[src/rtl/azar_source.sv]
// Seedable Galois-LFSR source of (a, b, c) triples for the azar NAND-mux stage,
// issued in programmed-length bursts over a valid/ready handshake.
module azar_source #(
  parameter int               WIDTH        = 16,
  parameter logic [WIDTH-1:0] TAPS         = 16'hB400,
  parameter logic [WIDTH-1:0] DEFAULT_SEED = 16'hACE1
) (
  input  logic             clk,
  input  logic             rst_n,
  input  logic             seed_load,
  input  logic [WIDTH-1:0] seed,
  input  logic             start,
  input  logic [7:0]       count,
  input  logic             ready,
  output logic             a,
  output logic             b,
  output logic             c,
  output logic             valid,
  output logic             busy,
  output logic             done,
  output logic [7:0]       remaining
);

  localparam logic [0:0] ST_IDLE = 1'b0;
  localparam logic [0:0] ST_RUN  = 1'b1;

  function automatic logic [WIDTH-1:0] lfsr_step(input logic [WIDTH-1:0] s);
    logic [WIDTH-1:0] n;
    n = s >> 1;
    if (s[0]) begin
      n = n ^ TAPS;
    end else begin
      n = n;
    end
    return n;
  endfunction

  logic [0:0]       state_r, state_s;
  logic [WIDTH-1:0] lfsr_r, lfsr_s;
  logic             a_r, b_r, c_r, a_s, b_s, c_s;
  logic             valid_r, valid_s;
  logic             busy_r, busy_s;
  logic             done_r, done_s;
  logic [7:0]       remaining_r, remaining_s;
  logic [WIDTH-1:0] seed_fix_s;
  logic [WIDTH-1:0] idle_state_s;

  // An all-zero seed would lock the LFSR, so it is replaced by the default.
  assign seed_fix_s   = (seed == {WIDTH{1'b0}}) ? DEFAULT_SEED : seed;
  assign idle_state_s = seed_load ? seed_fix_s : lfsr_r;

  // Next-state and next-output computation for the burst FSM.
  always_comb begin
    state_s     = state_r;
    lfsr_s      = lfsr_r;
    a_s         = a_r;
    b_s         = b_r;
    c_s         = c_r;
    valid_s     = valid_r;
    busy_s      = busy_r;
    remaining_s = remaining_r;
    done_s      = 1'b0;
    case (state_r)
      ST_IDLE: begin
        lfsr_s = idle_state_s;
        if (start && (count != 8'd0)) begin
          a_s         = idle_state_s[0];
          b_s         = idle_state_s[1];
          c_s         = idle_state_s[2];
          lfsr_s      = lfsr_step(idle_state_s);
          valid_s     = 1'b1;
          busy_s      = 1'b1;
          remaining_s = count;
          state_s     = ST_RUN;
        end else if (start) begin
          done_s = 1'b1;
        end else begin
          done_s = 1'b0;
        end
      end
      ST_RUN: begin
        if (valid_r && ready) begin
          if (remaining_r > 8'd1) begin
            a_s         = lfsr_r[0];
            b_s         = lfsr_r[1];
            c_s         = lfsr_r[2];
            lfsr_s      = lfsr_step(lfsr_r);
            remaining_s = remaining_r - 8'd1;
          end else begin
            valid_s     = 1'b0;
            busy_s      = 1'b0;
            remaining_s = 8'd0;
            done_s      = 1'b1;
            state_s     = ST_IDLE;
          end
        end else begin
          state_s = ST_RUN;
        end
      end
      default: begin
        valid_s     = 1'b0;
        busy_s      = 1'b0;
        remaining_s = 8'd0;
        state_s     = ST_IDLE;
      end
    endcase
  end

  // State, LFSR and output registers.
  always_ff @(posedge clk or negedge rst_n) begin
    if (!rst_n) begin
      state_r     <= ST_IDLE;
      lfsr_r      <= DEFAULT_SEED;
      a_r         <= 1'b0;
      b_r         <= 1'b0;
      c_r         <= 1'b0;
      valid_r     <= 1'b0;
      busy_r      <= 1'b0;
      done_r      <= 1'b0;
      remaining_r <= 8'd0;
    end else begin
      state_r     <= state_s;
      lfsr_r      <= lfsr_s;
      a_r         <= a_s;
      b_r         <= b_s;
      c_r         <= c_s;
      valid_r     <= valid_s;
      busy_r      <= busy_s;
      done_r      <= done_s;
      remaining_r <= remaining_s;
    end
  end

  assign a         = a_r;
  assign b         = b_r;
  assign c         = c_r;
  assign valid     = valid_r;
  assign busy      = busy_r;
  assign done      = done_r;
  assign remaining = remaining_r;

endmodule

[config.mk]
export PLATFORM = sky130hd
export DESIGN_NAME = azar_source
export DESIGN_NICKNAME = d
export VERILOG_FILES = /design/src/rtl/azar_source.sv
export SDC_FILE = /design/constraint.sdc
export NUM_CORES = 1
export LEC_CHECK = 0
export CAP_MARGIN = 20
export CORE_UTILIZATION = 40
export DETAILED_ROUTE_END_ITERATION = 10
export PLACE_DENSITY_LB_ADDON = 0.3
export SLEW_MARGIN = 10
export SYNTH_ARGS = -nofsm -noshare
export SYNTH_HDL_FRONTEND = slang
export SYNTH_SLANG_ARGS = --single-unit
[constraint.sdc]
create_clock -name clk -period 2.9 [get_ports clk]
set_input_delay 0.58 -clock clk [delete_from_list [all_inputs] [get_ports clk]]
set_output_delay 0.58 -clock clk [all_outputs]
set_load 0.1 [all_outputs]
### Word-level counts from Yosys, hierarchy flattened

Index checks and enable logic that the tools add are counted.
W data, S select, Z words.

* $lt $le $gt $ge: 1
* equal/unequal tests: 4
* reduce and logical (&&, ||, !) cells: 8
* muxes and demuxes: 37
* bitwise gates (word level): 3
* add/sub/neg operators: 1

Operators with widths (number)
* $mux W16: 7
* $pmux W16 S2: 1
* $mux W8: 3
* $mux W1: 19
* $logic_not A16 Y1: 1
* $pmux W8 S2: 1
* $pmux W1 S2: 6
* $gt A8 B1 Y1 const B: 1
* $not A3 Y4: 2
* $reduce_bool A8 Y1: 1
* $sub A8 B1 Y8 const B: 1
* $reduce_and A3 Y1: 2
* $ne A2 B1 Y1 const B: 2
* $ne A2 B2 Y1 const B: 2
* $reduce_and A2 Y1: 2
* $logic_and A1 B1 Y1: 2
* $not A1 Y1: 1

* word-level logic and storage cells: 62
* output and inout port bits: 14
* flip-flop bits (word level): 30

### Depth between registers and ports, before layout

* depth in word-level cells: 7
* gate-level depth with buffers: 8
* gate-level depth less buffers: 7

### Worst setup path before layout

No wires, ideal clock.

* path kind: register to register
* from: register remaining_r[1] (netlist: remaining[1])
* to: register lfsr_r[4]
* required time: 2.771 ns
* path buffers: 1
* library setup time: 0.129 ns
* stages on the path, launching flop included: 9
* setup slack: 0.330 ns
* arrival time: 2.442 ns
* path through: dfrtp_1 > inv_1 > ha_1 > nor2_1 > o311ai_4 > buf_6 > and2_2 > a221oi_1 > a21oi_1

* cells in the longest elaborated chain, start to end: 3

Ends and longest elaborated chain
* start, declared: RTL line 44 `logic [7:0] remaining_r, remaining_s;`
* start signal, assigned: RTL line 130 `remaining_r <= remaining_s;`
* $gt A8 B1 Y1: RTL line 83 `if (remaining_r > 8'd1) begin`
* $ne A2 B1 Y1 (no line)
* $reduce_and A2 Y1 (no line)
* end signal, assigned: RTL line 123 `lfsr_r <= lfsr_s;`
* end, declared: RTL line 39 `logic [WIDTH-1:0] lfsr_r, lfsr_s;`

No other way between the ends.
A chain may end at the register's enable or synchronous reset.

### Worst setup path after layout

* from: register remaining_r[5] (netlist: remaining[5])
* to: register lfsr_r[5]

The elaborated chain is that of the path after synthesis.

==> impl_metrics.toml <==
[worst_hold_path]
hp-start = "lfsr_r[6]$_DFFE_PN1P_"
hold_depth = 2
hold_class = "flip-flop to flip-flop"

[sta]
drv_slew = 0
hold_viol_final = 0
finalCriticalPeriod_ns = 2.52
setup_viol = 0
rsz0062_at_grt = "false"
worstMarginPinSlew_ns = 0.723
max_freq_mhz = 397
max_slew_margin_pct = 50.4
fin_tns_setup_ns = 0
holdWs_ns = 0.498
finClkSkew_ns = 0.0130
post-route-period-util_pct = 86.8

[yosys]
syn_nets = 258
ys_warn_count = 0
syn_area_mm2 = 0.00203
async_flop_share_pct = 100
yosysSeqAreaShare_pct = 37.4
ys_seq_elements = 30
synth-edff-count = 0
synth_cell_type_count = 48
synth_ff_type = "dfrtp_1"
syn_inst = 227
syn_area_per_cell_um2 = 8.95

[clock_tree]
clockRootBuffer = "clkbuf_8"
clock_tree.buffer_depth = 2
clock_sinks = 30
ctsHoldBuffers = 0
clk_pin_slew_ns = 0.07
cts_resized = 0
postCtsSetupBuffers = 0
htreeDepth = 2
clkLatencyLatePin_ns = 0.28
cts-buffers-inserted = 5
cts_tree = "built"

[critical_path]
cp.required_ns = 3.09
cp_max_fo = 12
reg2reg_depth = 5
worstSetupPathType = "flip-flop to flip-flop"
cp-start-kind = "flip-flop"
r2r-start = "remaining[5]$_DFFE_PN0P_"
critPathLaunch = "remaining[5]$_DFFE_PN0P_"
end_kind = "flip-flop"
worstPathArrival_ns = 2.71

[grt]
grt_pass1_vias = 1917
grt_usage_pct = 23.6
grt_max_degree = 31
grt_pass1_wl_um = 9580
grt.overflow.total = 0
antenna_found_initial = 0

[floorplanning]
core_area_mm2 = 0.00482
ios = 43
start_util_pct = 42.2
die_x_um = 73.3
rows = 25
die_h_um = 73.3
die_area_mm2 = 0.00537

[routing]
num_vias = 2036
wl_per_cell_um = 16.9
postRouteAntennaNets = 0
drt_iter0_drc = 204
viasPerCell = 5.92
routed_wl_um = 5810
dr.pass1.iters = 4
drc_errors = 0

[finish]
nets = 307
drive_gt1_share_pct = 21.3
antenna_cells = 0
multiInputGateArea_mm2 = 0.00116
fin_area_mm2 = 0.00262
nFillCells = 467
syn2layout_area_growth_pct = 28.8
regArea_um2 = 761

[run]
maxCapViolCount = 0

[power]
p_per_area_mw_per_mm2 = 1200
switchingPower_mw = 1.67
p_leak_nw = 1.07
fin_total_pwr_mw = 3.13
vdd_drop_max_mv = 1.01
sw_frac_of_total_pct = 53.3
seq_power_share_pct = 28.7
clkPwrFrac_pct = 10.4
p_int_mw = 1.46
combPwrFrac_pct = 60.9

[place]
place.detailed.hpwl_um = 4290
portBuffers = 42
place_area_mm2 = 0.00253
gp_congestion = 0.868

[run_status]
status = "completed"
## cells in the final DEF, fill, tap and decap left out, types with 5 or more instances in the layout
master           Yosys  final
a221oi_1             6      6
o21ai_0             21     21
nor3_1               5      5
dfrtp_1             22     22
dfstp_2              8      8
nor4_1               9      9
mux2i_1             11     11
buf_4                1     31
nor2_1              23     23
a31oi_1              9      9
o221ai_1             5      5
clkdlybuf4s50_1      0     28
clkbuf_8             0      5
nand2_1             13     13
o2bb2ai_1            6      6
a21oi_1             18     18
## layout make-up
cell class / count / share of cell area, %
repair buffers: 59 / 19.6
flip-flops and latches: 30 / 29.1
multi-input cells: 176 / 44.4
inverters: 4 / 0.574
clock inverters: 2 / 0.382
clock buffers: 6 / 2.77
well taps: 67 / 3.20
## synth_stat cells (4+ instances only)
cell type	count	area share, %
a21oi_1	18	4.4
nor2_1	23	4.2
nand2_1	13	2.4
a22oi_1	4	1.5
clkbuf_1	10	1.8
mux2i_1	11	5.4
o221ai_1	5	2.2
dfrtp_1	22	27
a22o_1	4	1.7
o21ai_0	21	5.2
a31oi_1	9	2.8
o2bb2ai_1	6	2.6
nor3_1	5	1.2
dfstp_2	8	10
inv_1	4	0.74
nor4_1	9	2.8
xor2_1	4	1.7
a221oi_1	6	2.6
## kinds of logic after synthesis
group	Yosys count	share of synthesized area, %
adder cells (fa/ha/maj)	2	1.23
multiplexers	14	7.08
buffers and inverters	21	5.36
flip-flops	30	37.4
XOR/XNOR	5	2.16
AO/OA/AOI/OAI	88	30.0
AND/OR/NAND/NOR	67	16.7
## per-layer routing
layer	global-route usage, %	share of wire (%)	up-vias
met2	36.0	45	74
met1	34.0	47	980
met3	4.66	7.1	4
li1	-	-	978
met4	6.54	0.76	0
met5	0	0	-
## flip-flops by register name, indices dropped and copies added (netlist names)
name	flops
lfsr_r	16
a	1
state_r	1
remaining	8
c	1
done	1
busy	1
b	1
## final timing paths
check | endpoint | slack (ns)
setup reg to reg | lfsr_r[5]$_DFFE_PN1P_ | 0.38
hold / removal | lfsr_r[6]$_DFFE_PN1P_ | 0.50
min in group asynchronous | remaining[3]$_DFFE_PN0P_ | 0.68
max in group asynchronous | lfsr_r[5]$_DFFE_PN1P_ | 1.88
hold reg to reg | lfsr_r[6]$_DFFE_PN1P_ | 0.50
setup / recovery | lfsr_r[5]$_DFFE_PN1P_ | 0.38
## critical path, cell delays in order, from the launching register on
cell      delay [ns]
dfrtp_1         0.45
or4_4           0.61
o311ai_4        0.54
mux2i_1         0.42
a221oi_1        0.33
a31oi_1         0.08
## power by group through the flow
| stage | clock (mW) | sequential [mW] | combinational, mW |
|---|---|---|---|
| finish | 0.327 | 0.899 | 1.91 |
| global route | 0.348 | 0.929 | 2.05 |
| CTS | 0.328 | 0.895 | 1.90 |
| detailed placement | 0 | 0.900 | 1.89 |
| global placement | 0 | 0.891 | 1.87 |
| floorplan | 0 | 1.40 | 0.930 |
## stage by stage
| stage | worst slack, ns | util [%] | std cells |
|---|---|---|---|
| detailed placement | 0.272 | 52.6 | 336 |
| CTS | 0.402 | 54.3 | 344 |
| global route | 0.203 | 54.3 | 344 |
| finish | 0.383 | 54.3 | 344 |
| floorplan | 0.330 | - | 227 |
| global placement | 0.343 | 52.6 | 336 |
Note: power is estimated with default switching activity, not from simulation.
